==> config.mk <==
export PLATFORM = sky130hd
export DESIGN_NAME = param_stack
export DESIGN_NICKNAME = d
export VERILOG_FILES = /design/src/rtl/param_stack_pkg.sv /design/src/rtl/param_stack_ram.sv /design/src/rtl/param_stack.sv
export SDC_FILE = /design/constraint.sdc
export NUM_CORES = 1
export LEC_CHECK = 0
export ABC_CLOCK_PERIOD_IN_PS = 5400
export CORE_MARGIN = 2
export CORE_UTILIZATION = 40
export DETAILED_ROUTE_END_ITERATION = 12
export DONT_BUFFER_PORTS = 1
export GPL_TIMING_DRIVEN = 0
export SYNTH_ARGS = -nofsm -noshare
export SYNTH_HDL_FRONTEND = slang
export SYNTH_SLANG_ARGS = --single-unit
==> constraint.sdc <==
create_clock -name clk -period 5.4 [get_ports clk]
set_input_delay 1.62 -clock clk [delete_from_list [all_inputs] [get_ports clk]]
set_output_delay 1.62 -clock clk [all_outputs]
set_load 0.01 [all_outputs]
==> src/rtl/param_stack_pkg.sv <==
// Shared types and helpers for the parametrised operand stack.
// The op encoding is the resolved action for one edge after error/saturation rules apply.
package param_stack_pkg;

  typedef enum logic [1:0] {
    OP_IDLE,
    OP_PUSH,
    OP_POP,
    OP_REPLACE
  } stack_op_e;

  function automatic int cnt_width(input int depth);
    return $clog2(depth + 1);
  endfunction

  // push+pop on an empty stack degrades to a plain push; blocked requests become idle.
  function automatic stack_op_e decode_op(input logic push, input logic pop,
                                          input logic empty, input logic full);
    stack_op_e op;
    op = OP_IDLE;
    if (push && pop)
      op = empty ? OP_PUSH : OP_REPLACE;
    else if (push && !full)
      op = OP_PUSH;
    else if (pop && !empty)
      op = OP_POP;
    return op;
  endfunction

endpackage

==> src/rtl/param_stack_ram.sv <==
// DEPTH x WIDTH register file: one synchronous write port, one asynchronous read port.
// No reset on the array; contents are don't-care until written.
module param_stack_ram #(
  parameter int WIDTH = 8,
  parameter int DEPTH = 16,
  localparam int AW = (DEPTH > 1) ? $clog2(DEPTH) : 1
) (
  input  logic             clk,
  input  logic             we,
  input  logic [AW-1:0]    waddr,
  input  logic [WIDTH-1:0] wdata,
  input  logic [AW-1:0]    raddr,
  output logic [WIDTH-1:0] rdata
);

  logic [WIDTH-1:0] mem [DEPTH];

  always_ff @(posedge clk) begin
    if (we)
      mem[waddr] <= wdata;
  end

  assign rdata = mem[raddr];

endmodule

==> src/rtl/param_stack.sv <==
// Parametrised operand stack: count, sticky error flags, registered top-of-stack read.
// Storage lives in param_stack_ram; this module owns all control state.
module param_stack
  import param_stack_pkg::*;
#(
  parameter int WIDTH = 8,
  parameter int DEPTH = 16,
  localparam int CW = cnt_width(DEPTH)
) (
  input  logic             clk,
  input  logic             rst,
  input  logic             push,
  input  logic             pop,
  input  logic             tos,
  input  logic             clr_err,
  input  logic [WIDTH-1:0] d_in,
  output logic [WIDTH-1:0] d_out,
  output logic [CW-1:0]    count,
  output logic             empty,
  output logic             full,
  output logic             overflow,
  output logic             underflow
);

  localparam int AW = (DEPTH > 1) ? $clog2(DEPTH) : 1;

  logic [CW-1:0]    count_reg, count_next;
  logic [WIDTH-1:0] d_out_reg;
  logic             overflow_reg, underflow_reg;
  logic             ovf_set, unf_set;
  stack_op_e        op;
  logic             we;
  logic [AW-1:0]    waddr, raddr;
  logic [WIDTH-1:0] rdata;

  assign empty = (count_reg == '0);
  assign full  = (count_reg == CW'(DEPTH));

  assign op = decode_op(push, pop, empty, full);

  // raddr is garbage when empty; every consumer masks that case.
  assign raddr = AW'(count_reg - CW'(1));
  assign we    = (op == OP_PUSH) || (op == OP_REPLACE);
  assign waddr = (op == OP_REPLACE) ? raddr : AW'(count_reg);

  assign ovf_set = push && !pop && full;
  assign unf_set = (pop || tos) && empty;

  always_comb begin
    count_next = count_reg;
    case (op)
      OP_PUSH: count_next = count_reg + CW'(1);
      OP_POP:  count_next = count_reg - CW'(1);
      default: count_next = count_reg;
    endcase
  end

  param_stack_ram #(
    .WIDTH(WIDTH),
    .DEPTH(DEPTH)
  ) u_ram (
    .clk  (clk),
    .we   (we),
    .waddr(waddr),
    .wdata(d_in),
    .raddr(raddr),
    .rdata(rdata)
  );

  always_ff @(posedge clk or negedge rst) begin
    if (!rst) begin
      count_reg     <= '0;
      d_out_reg     <= '0;
      overflow_reg  <= 1'b0;
      underflow_reg <= 1'b0;
    end else begin
      count_reg <= count_next;
      if (tos)
        d_out_reg <= empty ? '0 : rdata;
      // A fresh error in the same cycle as clr_err leaves the flag set.
      overflow_reg  <= ovf_set || (overflow_reg && !clr_err);
      underflow_reg <= unf_set || (underflow_reg && !clr_err);
    end
  end

  assign count     = count_reg;
  assign d_out     = d_out_reg;
  assign overflow  = overflow_reg;
  assign underflow = underflow_reg;

endmodule

Word level (Yosys, flattened, before mapping)
Memories as Yosys holds them, arrays and structs flattened.
Index checks and enable logic that the tools add are counted.
- add/subtract/negate cells: 2
- equality and inequality tests: 4
- mux-type cells: 9
- reductions and logical operators: 18
- operators with widths (kind ; count):
    $pmux 5 s2 ; 1
    $logic_and 1x1->1 ; 8
    $mux 2 ; 4
    $mux 8 ; 1
    $add 5x1->5 const B ; 1
    $eq 5x5->1 const B ; 1
    $logic_not 5->1 ; 1
    $sub 5x1->5 const B ; 1
    $eq 2x2->1 const B ; 2
    $logic_not 1->1 ; 4
    $logic_or 1x1->1 ; 4
    $mux 4 ; 1
    $eq 2x1->1 const B ; 1
    $mux 1 ; 2
    $reduce_bool 2->1 ; 1
- bits in registers: 15
- memory bits (writable): 128
- bits of input ports: 14
- word-level logic and storage cells: 38
- memories kept: 1
- memories (memory ; words ; bits a word ; read ports ; clocked after memory_dff ; write ports ; line ; text):
    u_ram.mem ; 16 ; 8 ; 1 ; 0 ; 1 ; param_stack_ram.sv:16 ; logic [WIDTH-1:0] mem [DEPTH];

Longest topological paths before layout
Gate-level depths: netlist (run 1).
- depth in word-level cells: 10
- gate-level depth with buffers: 13
- mapped depth without buffers: 10

Cells and area by module
A second synthesis (run 1) with hierarchy kept.
- cell total of the unflattened synthesis: 311
- area total of the unflattened synthesis: 5874.4 um2
- by module, submodules not included (module ; instances ; cells an instance ; area an instance (um2)):
    param_stack_ram ; 1 ; 221 ; 4987.3
    param_stack ; 1 ; 90 ; 887.1

Worst setup path before layout (run 1)
No wires, ideal clock.
- path type: input-to-reg
- from: input pop
- to: memory u_ram.mem[0][0], enable pin
- arrival time: 3.178 ns
- required time: 5.030 ns
- setup slack: 1.852 ns
- stages on the path: 6
- path through: o41a_1 -> ha_1 -> clkbuf_1 -> o31ai_1 -> nand2_1 -> nor2_1
- cells in the longest elaborated chain, start to end: 8
- elaborated cells between the ends (all ways): 11
- classes of those cells: eq/ne (2); mux (6); reduce/logical (3)
- ends and longest elaborated chain (item ; line ; text):
    start: declaration ; param_stack.sv:13 ; input logic pop,
    $logic_and 1x1->1 ; param_stack_pkg.sv:25 ; else if (pop && !empty)
    $mux 2 ; param_stack_pkg.sv:25 ;
    $mux 2 ; param_stack_pkg.sv:23 ; else if (push && !full)
    $mux 2 (*) ; param_stack_pkg.sv:21 ; if (push && pop)
    $eq 2x1->1 or $eq 2x2->1 (tied branches) ; param_stack.sv:43, param_stack.sv:44 ;
    $logic_or 1x1->1 ; param_stack.sv:43 ; assign we = (op == OP_PUSH) || (op == OP_REPLACE);
    $mux 1 ; param_stack_ram.sv:19 ; if (we)
    $mux 1 (implied by the code) ; param_stack_ram.sv:20 ; mem[waddr] <= wdata;
    end: declaration ; param_stack_ram.sv:16 ;
Mark *: on every way between the ends. The rest lies on a longest branch, timed or not.

Worst setup path after layout (run 1)
- from: register count_reg[0] (netlist: count[0])
- to: memory u_ram.mem[11][0], enable pin
- cells in the longest elaborated chain, start to end: 10
- elaborated cells between the ends (all ways): 17
- classes of those cells: add/sub (1); eq/ne (3); mux (7); reduce/logical (6)
- ends and longest elaborated chain (item ; line ; text):
    start: declaration ; param_stack.sv:27 ; logic [CW-1:0] count_reg, count_next;
    start signal: assignment ; param_stack.sv:77 ; count_reg <= count_next;
    $logic_not 5->1 (*) ; param_stack.sv:36 ; assign empty = (count_reg == '0);
    net empty ; param_stack.sv:19 ; output logic empty,
    $logic_not 1->1 ; param_stack_pkg.sv:25 ;
    $logic_and 1x1->1 ; param_stack_pkg.sv:25 ;
    $mux 2 ; param_stack_pkg.sv:25 ;
    $mux 2 ; param_stack_pkg.sv:23 ;
    $mux 2 (*) ; param_stack_pkg.sv:21 ;
    $eq 2x1->1 or $eq 2x2->1 (tied branches) ; param_stack.sv:43, param_stack.sv:44 ;
    $logic_or 1x1->1 ; param_stack.sv:43 ;
    $mux 1 ; param_stack_ram.sv:19 ;
    $mux 1 (implied by the code) ; param_stack_ram.sv:20 ;
Mark *: on every way through the listed nets, which the timed path passes. The rest lies on a longest branch.

==> impl_summary.log, run 1 <==
[metrics] result of the run: finished clean
[metrics] most frequently used flop master after synthesis: sky130_fd_sc_hd__edfxtp_1
[metrics] all-layer global routing usage: 0.170
[metrics] register bit count reported by yosys: 143
[metrics] fraction of the yosys area taken by sequential cells: 0.700
[metrics] number of diodes added for antenna fixing: 0
[metrics] largest area contributor in the netlist: sky130_fd_sc_hd__edfxtp_1
[metrics] number of flip-flops under the largest register name: 128
[metrics] Yosys warnings: 0
[metrics] synthesized-area fraction occupied by xor and xnor cells: 0.0162
[metrics] DR vias: 3,263
[metrics] startpoint class of the critical path: flip-flop
[metrics] buffers inserted by post-CTS timing repair: 0
[metrics] Final TNS setup: 0 ps
[metrics] data arrival at the endpoint of the critical path: 4490 ps
[metrics] clock tree from TritonCTS: built
[metrics] leakage power of the design: 2.38 nW
[metrics] Period minus WS final: 4450 ps
[metrics] antenna violations before repair: 0
[metrics] fraction of the mapped netlist area in compound gates: 0.0403
[metrics] Relative slew margins: 0.429
[metrics] vias per std cell: 5.61
[metrics] Required @ worst endpoint: 5440 ps
[metrics] final setup slack of the worst path: 947 ps
[metrics] most instantiated cells after synthesis: 128 x sky130_fd_sc_hd__edfxtp_1, 40 x sky130_fd_sc_hd__mux2i_1, 28 x sky130_fd_sc_hd__nor2_1
[metrics] count of unresolved DRC violations after routing: 0
[metrics] grt total ovfl: 0
[metrics] routability cong.: 0.910
[metrics] net count after synthesis: 385
[metrics] count of endpoints failing hold in the final timing report: 0
[metrics] Iter 0 DRT Violations: 375
[metrics] fin nets: 404
[metrics] Synth cell types: 42
[metrics] Fmax: 225 MHz
[metrics] root buffer selected by CTS: sky130_fd_sc_hd__clkbuf_16
[metrics] Antenna Nets Post-Route: 0
[metrics] Worst Max-Slew Pin Slew: 854 ps
[metrics] pre-CTS worst setup slack: 1020 ps
[metrics] Avg WL per Cell: 22.4 um
[metrics] share of synthesized registers carrying an async set or reset: 0.105
[metrics] endpoint kind of the worst setup timing path: flip-flop
[metrics] global-route wire length before repair: 19,700 um
[metrics] initial cell density of the core: 0.412
[metrics] instance count after placement with tap cells included: 550
[metrics] detailed-router iteration count before antenna repair: 4
[metrics] maximum vdd drop: 0.240 mV
[metrics] number of hold buffers added after CTS: 0
[metrics] share of cells above drive strength 1: 0.121
[metrics] Die Width: 127 um
[metrics] Die Span Y: 127 um
[metrics] leading cell type by number of instances after synthesis: sky130_fd_sc_hd__edfxtp_1
[metrics] clock latency on the worst-skew pair: 410 ps
[metrics] total of buffers placed on input and output ports: 0
[metrics] startpoint-to-endpoint class of the critical path: reg2reg
[metrics] Clock Path Buffers: 2
[metrics] dominant combinational cell family by area after synthesis: multiplexers
[metrics] Total Routed Length: 13,000 um
[metrics] via count of the first global-routing pass: 3,296
[metrics] core area: 14,600 um2
[metrics] Syn Inst Count: 366
[metrics] Max H-tree Level: 4
[metrics] Max Cap Violations: 0
[metrics] overall power consumption: 4.37 mW
[metrics] RSZ-0062 raised after global routing: no
[metrics] final max-slew violation count: 0
[metrics] cell area after technology mapping: 6030 um2
[metrics] largest driver fanout on the critical path: 11
[metrics] Setup violations, final: 0
[metrics] TritonCTS sink count: 143
[metrics] worst min-delay path category: reg2reg
[metrics] arithmetic-cell share of the synthesized area counting full adders, half adders and majority gates: 0.0104
[metrics] share of synthesized cell area in and, or, nand and nor gates: 0.0722
[metrics] Final Skew: 5.24 ps
[metrics] die footprint: 16,100 um2
[metrics] share of the core filled with cells: 0.471
[metrics] HPWL after detailed placement: 8740 um
[metrics] number of fill cells: 1,232
[metrics] clock slew at the register clock pins of the worst setup and hold paths: 60 ps
[metrics] top-area cell type share of the netlist area: 0.637
[metrics] EDFF count, synth: 128
[metrics] Area growth syn-to-layout: 14.5%
[metrics] ranking of synthesized cells by area: sky130_fd_sc_hd__edfxtp_1 64%, sky130_fd_sc_hd__mux2i_1 6.6%, sky130_fd_sc_hd__dfrtp_1 6.2%, sky130_fd_sc_hd__mux4_1 5.7%, sky130_fd_sc_hd__nand3_1 2.2%
[metrics] # resized after CTS: 0
[metrics] mean instance size in the synthesized netlist: 16.5 um2
[metrics] pin count of the biggest net entering global routing: 17
[metrics] filler-free cell count of the finished design: 582
[metrics] Final period util: 0.825
[metrics] multiplexer fraction of the synthesized cell area: 0.136
[metrics] Site Rows: 44
[metrics] number of buffers created by CTS: 17
[metrics] power density over cell area: 634 nW/um2
[metrics] I/O pin count: 31
[area by class of cell]
type	instances	area, um2	area share
Clock inverter	14	213	0.0308
Buffer	24	129	0.0187
Inverter	6	22.5	0.00326
Sequential cell	143	4220	0.611
Tap cell	184	230	0.0334
Clock buffer	18	429	0.0622
Multi-Input combinational cell	193	1660	0.240
[kinds of logic (layout without fill, tap and decap cells)]
logic type,Yosys count,count (layout)
xor+xnor,9,9
compound gates,35,35
flops,143,143
simple gates,87,87
buf+inv,30,62
mux,57,57
fa+ha+maj,5,5
[critical path: stages (launching register included)]
cell and delay, ps:
sky130_fd_sc_hd__dfrtp_1 440, sky130_fd_sc_hd__clkbuf_1 210, sky130_fd_sc_hd__inv_1 120, sky130_fd_sc_hd__buf_4 250, sky130_fd_sc_hd__ha_1 200, sky130_fd_sc_hd__nor4b_1 510
sky130_fd_sc_hd__clkbuf_1 520, sky130_fd_sc_hd__nor2b_1 140, sky130_fd_sc_hd__ha_1 260, sky130_fd_sc_hd__clkbuf_1 200, sky130_fd_sc_hd__nor3_1 160, sky130_fd_sc_hd__o21ai_0 310
sky130_fd_sc_hd__nor2_1 750
[path summary, 6_finish.rpt]
kind / startpoint / endpoint / slack, ps / cells after the start
worst max-delay path: count[0] / u_ram.mem[11][0] / 950 / 12
worst max register to register: count[0] / u_ram.mem[11][0] / 950 / 12
min in group asynchronous: rst / underflow / 890 / 0
max in group asynchronous: rst / d_out[4] / 4430 / 0
worst min-delay path: underflow / underflow / 580 / 2
worst min register to register: underflow / underflow / 580 / 2
[metal layers]
metal	GRT usage	up-vias	wire length, um
met2	0.259	114	5920
met4	0.0504	0	175
met5	0	-	0
met1	0.240	1643	6070
met3	0.0485	15	857
li1	-	1491	-
[power by group]
group / total, mW / internal, mW / switching (mW)
combinational: 1.64 / 0.665 / 0.972
clock: 1.26 / 0.819 / 0.444
sequential: 1.47 / 1.37 / 0.103
total: 4.37 / 2.85 / 1.52
[stage by stage]
stage	hold WS (ps)	area [um2]
after global routing	634	6900
after CTS	590	6900
after floorplan	543	6030
after detailed placement	578	6260
final	581	6900
after global placement	572	6260
[cells in the final DEF (no fill, tap or decap), types with 5 or more instances in the layout]
cell type,n
sky130_fd_sc_hd__edfxtp_1,128
sky130_fd_sc_hd__mux2i_1,40
sky130_fd_sc_hd__nor2_1,28
sky130_fd_sc_hd__nand3_1,26
sky130_fd_sc_hd__clkbuf_16,17
sky130_fd_sc_hd__dfrtp_1,15
sky130_fd_sc_hd__mux4_1,13
sky130_fd_sc_hd__clkbuf_1,12
sky130_fd_sc_hd__o21ai_0,9
sky130_fd_sc_hd__a31oi_1,8
sky130_fd_sc_hd__nand4_1,8
sky130_fd_sc_hd__a221oi_1,8
sky130_fd_sc_hd__buf_2,7
sky130_fd_sc_hd__inv_1,6
sky130_fd_sc_hd__xnor2_1,6
sky130_fd_sc_hd__nand2_1,5
sky130_fd_sc_hd__nor3_1,5
sky130_fd_sc_hd__ha_1,5
sky130_fd_sc_hd__bufinv_16,5
No activity file was read; power rests on OpenSTA's default activity.
==> run 2, diff against run 1 <==
ABC_CLOCK_PERIOD_IN_PS = 4400   (was 5400)
clock period = 4.4 ns   (was 5.4 ns; I/O delays follow)
==> run 2 against run 1 <==
Worst setup slack got worse by 540 ps. Wire length grew 0.58%. Die area unchanged. Largest power group unchanged. Sequential share of layout area decreased by 0.65 points. Design area is 1.1% higher. Clock skew rose by 1.2 ps. Non-clock buffer count unchanged. Cell count unchanged. First-iteration DRC count up 14%. Power up 24%. Maximum frequency is 11% higher. Worst hold slack about the same.
==> impl_summary.log, run 2 (same netlist as run 1, synthesis figures left out) <==
[metrics] power density over cell area: 777 nW/um2 (was 634 nW/um2)
[metrics] share of cells above drive strength 1: 0.166 (was 0.121)
[metrics] startpoint-to-endpoint class of the critical path: reg2reg (unchanged)
[metrics] buffers inserted by post-CTS timing repair: 0 (unchanged)
[metrics] worst min-delay path category: reg2reg (unchanged)
[metrics] # resized after CTS: 0 (unchanged)
[metrics] leakage power of the design: 2.39 nW (was 2.38 nW)
[metrics] I/O pin count: 31 (unchanged)
[metrics] global-route wire length before repair: 19,700 um (unchanged)
[metrics] data arrival at the endpoint of the critical path: 4040 ps (was 4490 ps)
[metrics] Area growth syn-to-layout: 15.7% (was 14.5%)
[metrics] root buffer selected by CTS: sky130_fd_sc_hd__clkbuf_16 (unchanged)
[metrics] count of endpoints failing hold in the final timing report: 0 (unchanged)
[metrics] Clock Path Buffers: 2 (unchanged)
[metrics] cell area after placement: 6260 um2 (unchanged)
[metrics] detailed-router iteration count before antenna repair: 7 (was 4)
[metrics] HPWL after detailed placement: 8740 um (unchanged)
[metrics] Critical Path Source: count[0] (unchanged)
[metrics] number of fill cells: 1,229 (was 1,232)
[metrics] Final period util: 0.908 (was 0.825)
[metrics] Site Rows: 44 (unchanged)
[metrics] Max H-tree Level: 4 (unchanged)
[metrics] largest driver fanout on the critical path: 11 (unchanged)
[metrics] routability cong.: 0.910 (unchanged)
[metrics] Avg WL per Cell: 22.5 um (was 22.4 um)
[metrics] via count of the first global-routing pass: 3,296 (unchanged)
[metrics] filler-free cell count of the finished design: 582 (unchanged)
[metrics] antenna violations before repair: 0 (unchanged)
[metrics] endpoint kind of the worst setup timing path: flip-flop (unchanged)
[metrics] all-layer global routing usage: 0.170 (unchanged)
[metrics] maximum vdd drop: 0.295 mV (was 0.240 mV)
[metrics] worst min-delay path startpoint: underflow (unchanged)
[metrics] most common cell after layout, fill and taps aside: sky130_fd_sc_hd__edfxtp_1 (unchanged)
[metrics] overall power consumption: 5.42 mW (was 4.37 mW)
[metrics] grt total ovfl: 0 (unchanged)
[metrics] worst reg2reg path startpoint: count[0] (unchanged)
[metrics] Fmax: 250 MHz (was 225 MHz)
[metrics] Period minus WS final: 4000 ps (was 4450 ps)
[metrics] clock slew at the register clock pins of the worst setup and hold paths: 60 ps (about the same)
[metrics] DR vias: 3,283 (was 3,263)
[metrics] result of the run: finished clean (unchanged)
[metrics] Total Routed Length: 13,100 um (was 13,000 um)
[metrics] clock latency on the worst-skew pair: 410 ps (about the same)
[metrics] Required @ worst endpoint: 4450 ps (was 5440 ps)
[metrics] Relative slew margins: 0.418 (was 0.429)
[metrics] Max Cap Violations: 0 (unchanged)
[metrics] instance count after placement with tap cells included: 550 (unchanged)
[metrics] TritonCTS sink count: 143 (unchanged)
[metrics] Iter 0 DRT Violations: 427 (was 375)
[metrics] vias per std cell: 5.64 (was 5.61)
[metrics] Die Span Y: 127 um (unchanged)
[metrics] final setup slack of the worst path: 403 ps (was 947 ps)
[metrics] most used cells in the layout excluding fill and tap cells: 128 x sky130_fd_sc_hd__edfxtp_1, 40 x sky130_fd_sc_hd__mux2i_1, 26 x sky130_fd_sc_hd__nand3_1 (was 128 x sky130_fd_sc_hd__edfxtp_1, 40 x sky130_fd_sc_hd__mux2i_1, 28 x sky130_fd_sc_hd__nor2_1)
[metrics] count of unresolved DRC violations after routing: 0 (unchanged)
[metrics] final standard cell area without fillers: 6980 um2 (was 6900 um2)
[metrics] clock tree from TritonCTS: built (unchanged)
[metrics] Die Width: 127 um (unchanged)
[metrics] number of hold buffers added after CTS: 0 (unchanged)
[metrics] total of buffers placed on input and output ports: 0 (unchanged)
[metrics] Antenna Nets Post-Route: 0 (unchanged)
[metrics] Final Skew: 6.40 ps (was 5.24 ps)
[metrics] pin count of the biggest net entering global routing: 17 (unchanged)
[metrics] number of flip-flops under the largest register name: 128 (unchanged)
[metrics] core area: 14,600 um2 (unchanged)
[metrics] pre-CTS worst setup slack: 19.9 ps (was 1020 ps)
[metrics] Final TNS setup: 0 ps (unchanged)
[metrics] number of diodes added for antenna fixing: 0 (unchanged)
[metrics] number of buffers created by CTS: 17 (unchanged)
[metrics] post-route worst hold slack: 581 ps (about the same)
[metrics] Min-Delay Path Depth: 2 (unchanged)
[metrics] die footprint: 16,100 um2 (unchanged)
[metrics] share of the core filled with cells: 0.476 (was 0.471)
[metrics] worst reg2reg path depth: 12 (unchanged)
[metrics] Worst Max-Slew Pin Slew: 867 ps (was 854 ps)
[metrics] final max-slew violation count: 0 (unchanged)
[metrics] initial cell density of the core: 0.412 (unchanged)
[metrics] fin nets: 404 (unchanged)
[metrics] Setup violations, final: 0 (unchanged)
[metrics] startpoint class of the critical path: flip-flop (unchanged)
run 2: cell count changes in the layout (fill, tap and decap cells not counted):
cell                       before  now
sky130_fd_sc_hd__o21ai_0        9    6
sky130_fd_sc_hd__a32oi_1        1    0
sky130_fd_sc_hd__a32oi_2        0    1
sky130_fd_sc_hd__o21ai_1        0    3
sky130_fd_sc_hd__nor2_2         0   11
sky130_fd_sc_hd__nor2_4         0    5
sky130_fd_sc_hd__nor2_1        28   12
sky130_fd_sc_hd__clkbuf_2       0    1
sky130_fd_sc_hd__clkbuf_1      12   11
run 2: cell type report:
| cell class | count | area (um2) | area share |
|---|---|---|---|
| Sequential cell | 143 | 4220 | 0.605 |
| Multi-Input combinational cell | 193 | 1730 | 0.248 |
| Clock buffer | 18 | 429 | 0.0615 |
| Tap cell | 184 | 230 | 0.0330 |
| Clock inverter | 14 | 213 | 0.0305 |
| Buffer | 24 | 130 | 0.0187 |
| Inverter | 6 | 22.5 | 0.00323 |
run 2: power by group:
part	internal (mW)	switching [mW]	total [mW]
Sequential	1.68	0.127	1.81
Combinational	0.827	1.23	2.06
Clock	1.01	0.544	1.55
Total	3.51	1.91	5.42
run 2: worst max-delay path, stage by stage (launching register included):
cell and delay, ps:
sky130_fd_sc_hd__dfrtp_1 440, sky130_fd_sc_hd__clkbuf_1 210, sky130_fd_sc_hd__inv_1 120, sky130_fd_sc_hd__buf_4 240
sky130_fd_sc_hd__ha_1 200, sky130_fd_sc_hd__nor4b_1 500, sky130_fd_sc_hd__clkbuf_2 380, sky130_fd_sc_hd__nor2b_1 110
sky130_fd_sc_hd__ha_1 240, sky130_fd_sc_hd__clkbuf_1 210, sky130_fd_sc_hd__o31ai_1 250, sky130_fd_sc_hd__nand2_1 240
sky130_fd_sc_hd__nor2_2 490
run 2: per-layer routing:
metal,GRT usage,vias up,part of all wire,routed length [um]
met3,0.0485,17,0.059,776
met2,0.259,124,0.46,5980
met5,0,-,0,0
met4,0.0504,0,0.012,153
met1,0.240,1647,0.47,6200
li1,-,1495,-,-
run 2: path summary, 6_finish.rpt:
path / slack (ps) / endpoint
max in group asynchronous: 3730 / count[0]
min in group asynchronous: 600 / d_out[7]
max: 400 / u_ram.mem[12][0]
min reg2reg: 580 / underflow
min: 580 / underflow
max reg2reg: 400 / u_ram.mem[12][0]
==> run 3, diff against run 2 <==
ABC_CLOCK_PERIOD_IN_PS = 4450   (was 4400)
clock period = 4.45 ns   (was 4.4 ns; I/O delays follow)
==> run 3 against run 2 <==
Power shrank 1.5%. Highest routed layer unchanged. Clock skew grew 1.6 ps. Critical endpoint is now u_ram.mem[11][4]. Worst setup slack lost 58 ps. Critical path depth is the same. Core utilization shrank 0.22 points. Combinational power shrank 2%. Largest cell class unchanged. Largest power group unchanged.
==> impl_summary.log, run 3 (same netlist as run 1, synthesis figures left out) <==
[metrics] result of the run: finished clean (unchanged)
[metrics] wire length the detailed router placed on met1: 6100 um (was 6200 um)
[metrics] maximum vdd drop: 0.289 mV (was 0.295 mV)
[metrics] pin count of the biggest net entering global routing: 17 (unchanged)
[metrics] antenna violations before repair: 0 (unchanged)
[metrics] Critical Path Source: count[0] (unchanged)
[metrics] most used cells in the layout excluding fill and tap cells: 128 x sky130_fd_sc_hd__edfxtp_1, 40 x sky130_fd_sc_hd__mux2i_1, 26 x sky130_fd_sc_hd__nand3_1 (unchanged)
[metrics] total of buffers placed on input and output ports: 0 (unchanged)
[metrics] grt total ovfl: 0 (unchanged)
[metrics] Area growth syn-to-layout: 15.1% (was 15.7%)
[metrics] worst reg2reg path depth: 12 (unchanged)
[metrics] number of hold buffers added after CTS: 0 (unchanged)
[metrics] cell area after placement: 6260 um2 (unchanged)
[metrics] DR vias: 3,287 (was 3,283)
[metrics] Final Skew: 7.96 ps (was 6.40 ps)
[metrics] fin nets: 404 (unchanged)
[metrics] number of buffers created by CTS: 17 (unchanged)
[metrics] share of cells above drive strength 1: 0.158 (was 0.166)
[metrics] worst min-delay path category: reg2reg (unchanged)
[metrics] worst reg2reg path startpoint: count[0] (unchanged)
[metrics] Site Rows: 44 (unchanged)
[metrics] TritonCTS sink count: 143 (unchanged)
[metrics] total met3 wirelength after detailed routing: 846 um (was 776 um)
[metrics] overall power consumption: 5.33 mW (was 5.42 mW)
[metrics] CP Capture Point: u_ram.mem[11][4] (was u_ram.mem[12][0])
[metrics] detailed-router iteration count before antenna repair: 4 (was 7)
[metrics] number of diodes added for antenna fixing: 0 (unchanged)
[metrics] HPWL after detailed placement: 8740 um (unchanged)
[metrics] clock slew at the register clock pins of the worst setup and hold paths: 60 ps (about the same)
[metrics] vias per std cell: 5.65 (was 5.64)
[metrics] flop-to-flop setup slack: 340 ps (was 400 ps)
[metrics] Die Span Y: 127 um (unchanged)
[metrics] Max H-tree Level: 4 (unchanged)
[metrics] final max-slew violation count: 0 (unchanged)
[metrics] post-route worst hold slack: 581 ps (about the same)
[metrics] startpoint-to-endpoint class of the critical path: reg2reg (unchanged)
[metrics] I/O pin count: 31 (unchanged)
[metrics] Final period util: 0.922 (was 0.908)
[metrics] root buffer selected by CTS: sky130_fd_sc_hd__clkbuf_16 (unchanged)
[metrics] largest driver fanout on the critical path: 11 (unchanged)
[metrics] Worst Max-Slew Pin Slew: 993 ps (was 867 ps)
[metrics] Relative slew margins: 0.331 (was 0.418)
[metrics] Required @ worst endpoint: 4500 ps (was 4450 ps)
[metrics] die footprint: 16,100 um2 (unchanged)
[metrics] Die Width: 127 um (unchanged)
[metrics] count of endpoints failing hold in the final timing report: 0 (unchanged)
[metrics] initial cell density of the core: 0.412 (unchanged)
[metrics] clock latency on the worst-skew pair: 410 ps (about the same)
[metrics] routability cong.: 0.910 (unchanged)
[metrics] endpoint of the lowest-slack register-to-register path: u_ram.mem[11][4] (was u_ram.mem[12][0])
[metrics] Antenna Nets Post-Route: 0 (unchanged)
[metrics] leakage power of the design: 2.39 nW (about the same)
[metrics] Period minus WS final: 4110 ps (was 4000 ps)
[metrics] Setup violations, final: 0 (unchanged)
[metrics] count of unresolved DRC violations after routing: 0 (unchanged)
[metrics] Total Routed Length: 13,100 um (about the same)
[metrics] Final TNS setup: 0 ps (unchanged)
[metrics] DR WL met2: 6040 um (was 5980 um)
[metrics] core area: 14,600 um2 (unchanged)
[metrics] clock tree from TritonCTS: built (unchanged)
[metrics] global-route wire length before repair: 19,700 um (unchanged)
[metrics] uppermost layer routed: met4 (unchanged)
[metrics] most common cell after layout, fill and taps aside: sky130_fd_sc_hd__edfxtp_1 (unchanged)
[metrics] Max Cap Violations: 0 (unchanged)
[metrics] number of fill cells: 1,231 (was 1,229)
[metrics] power density over cell area: 768 nW/um2 (was 777 nW/um2)
[metrics] Fmax: 244 MHz (was 250 MHz)
[metrics] worst min-delay path startpoint: underflow (unchanged)
[metrics] number of flip-flops under the largest register name: 128 (unchanged)
[metrics] Clock Path Buffers: 2 (unchanged)
[metrics] share of the core filled with cells: 0.474 (was 0.476)
[metrics] via count of the first global-routing pass: 3,296 (unchanged)
[metrics] Iter 0 DRT Violations: 351 (was 427)
[metrics] Avg WL per Cell: 22.5 um (about the same)
[metrics] final standard cell area without fillers: 6940 um2 (was 6980 um2)
[metrics] startpoint class of the critical path: flip-flop (unchanged)
[metrics] endpoint kind of the worst setup timing path: flip-flop (unchanged)
[metrics] all-layer global routing usage: 0.170 (unchanged)
[metrics] data arrival at the endpoint of the critical path: 4150 ps (was 4040 ps)
## run 3: worst max-delay path: stages, from the launching register on
cell and delay (ps):
sky130_fd_sc_hd__dfrtp_1 440, sky130_fd_sc_hd__clkbuf_1 210, sky130_fd_sc_hd__inv_1 120, sky130_fd_sc_hd__buf_4 250, sky130_fd_sc_hd__ha_1 200, sky130_fd_sc_hd__nor4b_1 490
sky130_fd_sc_hd__clkbuf_2 380, sky130_fd_sc_hd__nor2b_1 110, sky130_fd_sc_hd__ha_1 240, sky130_fd_sc_hd__clkbuf_1 210, sky130_fd_sc_hd__o21ai_0 170, sky130_fd_sc_hd__a32oi_1 370
sky130_fd_sc_hd__nor2_2 550
## run 3: cell type report
class | count | area, um2 | area share
Clock buffer | 18 | 429 | 0.0618
Buffer | 24 | 130 | 0.0187
Inverter | 6 | 22.5 | 0.00324
Multi-Input combinational cell | 193 | 1700 | 0.245
Tap cell | 184 | 230 | 0.0332
Sequential cell | 143 | 4220 | 0.608
Clock inverter | 14 | 213 | 0.0306
## run 3: worst min path at each step
stage                     end  slack, ps  depth (start not counted)
floorplan            count[4]        540                          1
global placement    underflow        570                          2
detailed placement  underflow        580                          2
CTS                 underflow        590                          2
global route        underflow        590                          0
finish              underflow        580                          2
## run 3: per-stage QoR
stage	setup WS [ps]	std cells
CTS	59.0	582
finish	345	582
global route	-103	582
floorplan	1120	366
global placement	59.5	550
detailed placement	69.9	550
## run 3: layer usage
metal | up-vias | GRT usage
met5 | - | 0
met4 | 0 | 0.0504
met3 | 12 | 0.0485
met2 | 106 | 0.259
met1 | 1677 | 0.240
li1 | 1492 | -
## run 3: what timing repair did
item | CTS | global route
resized for setup | 0 | 19
buffers inserted | 0 | 0
endpoints found under the setup margin | 0 | 128
## run 3: power by group
group / total (mW) / internal, mW / switching [mW]
clock: 1.53 / 0.994 / 0.538
combinational: 2.02 / 0.812 / 1.20
sequential: 1.79 / 1.66 / 0.126
total: 5.33 / 3.47 / 1.87
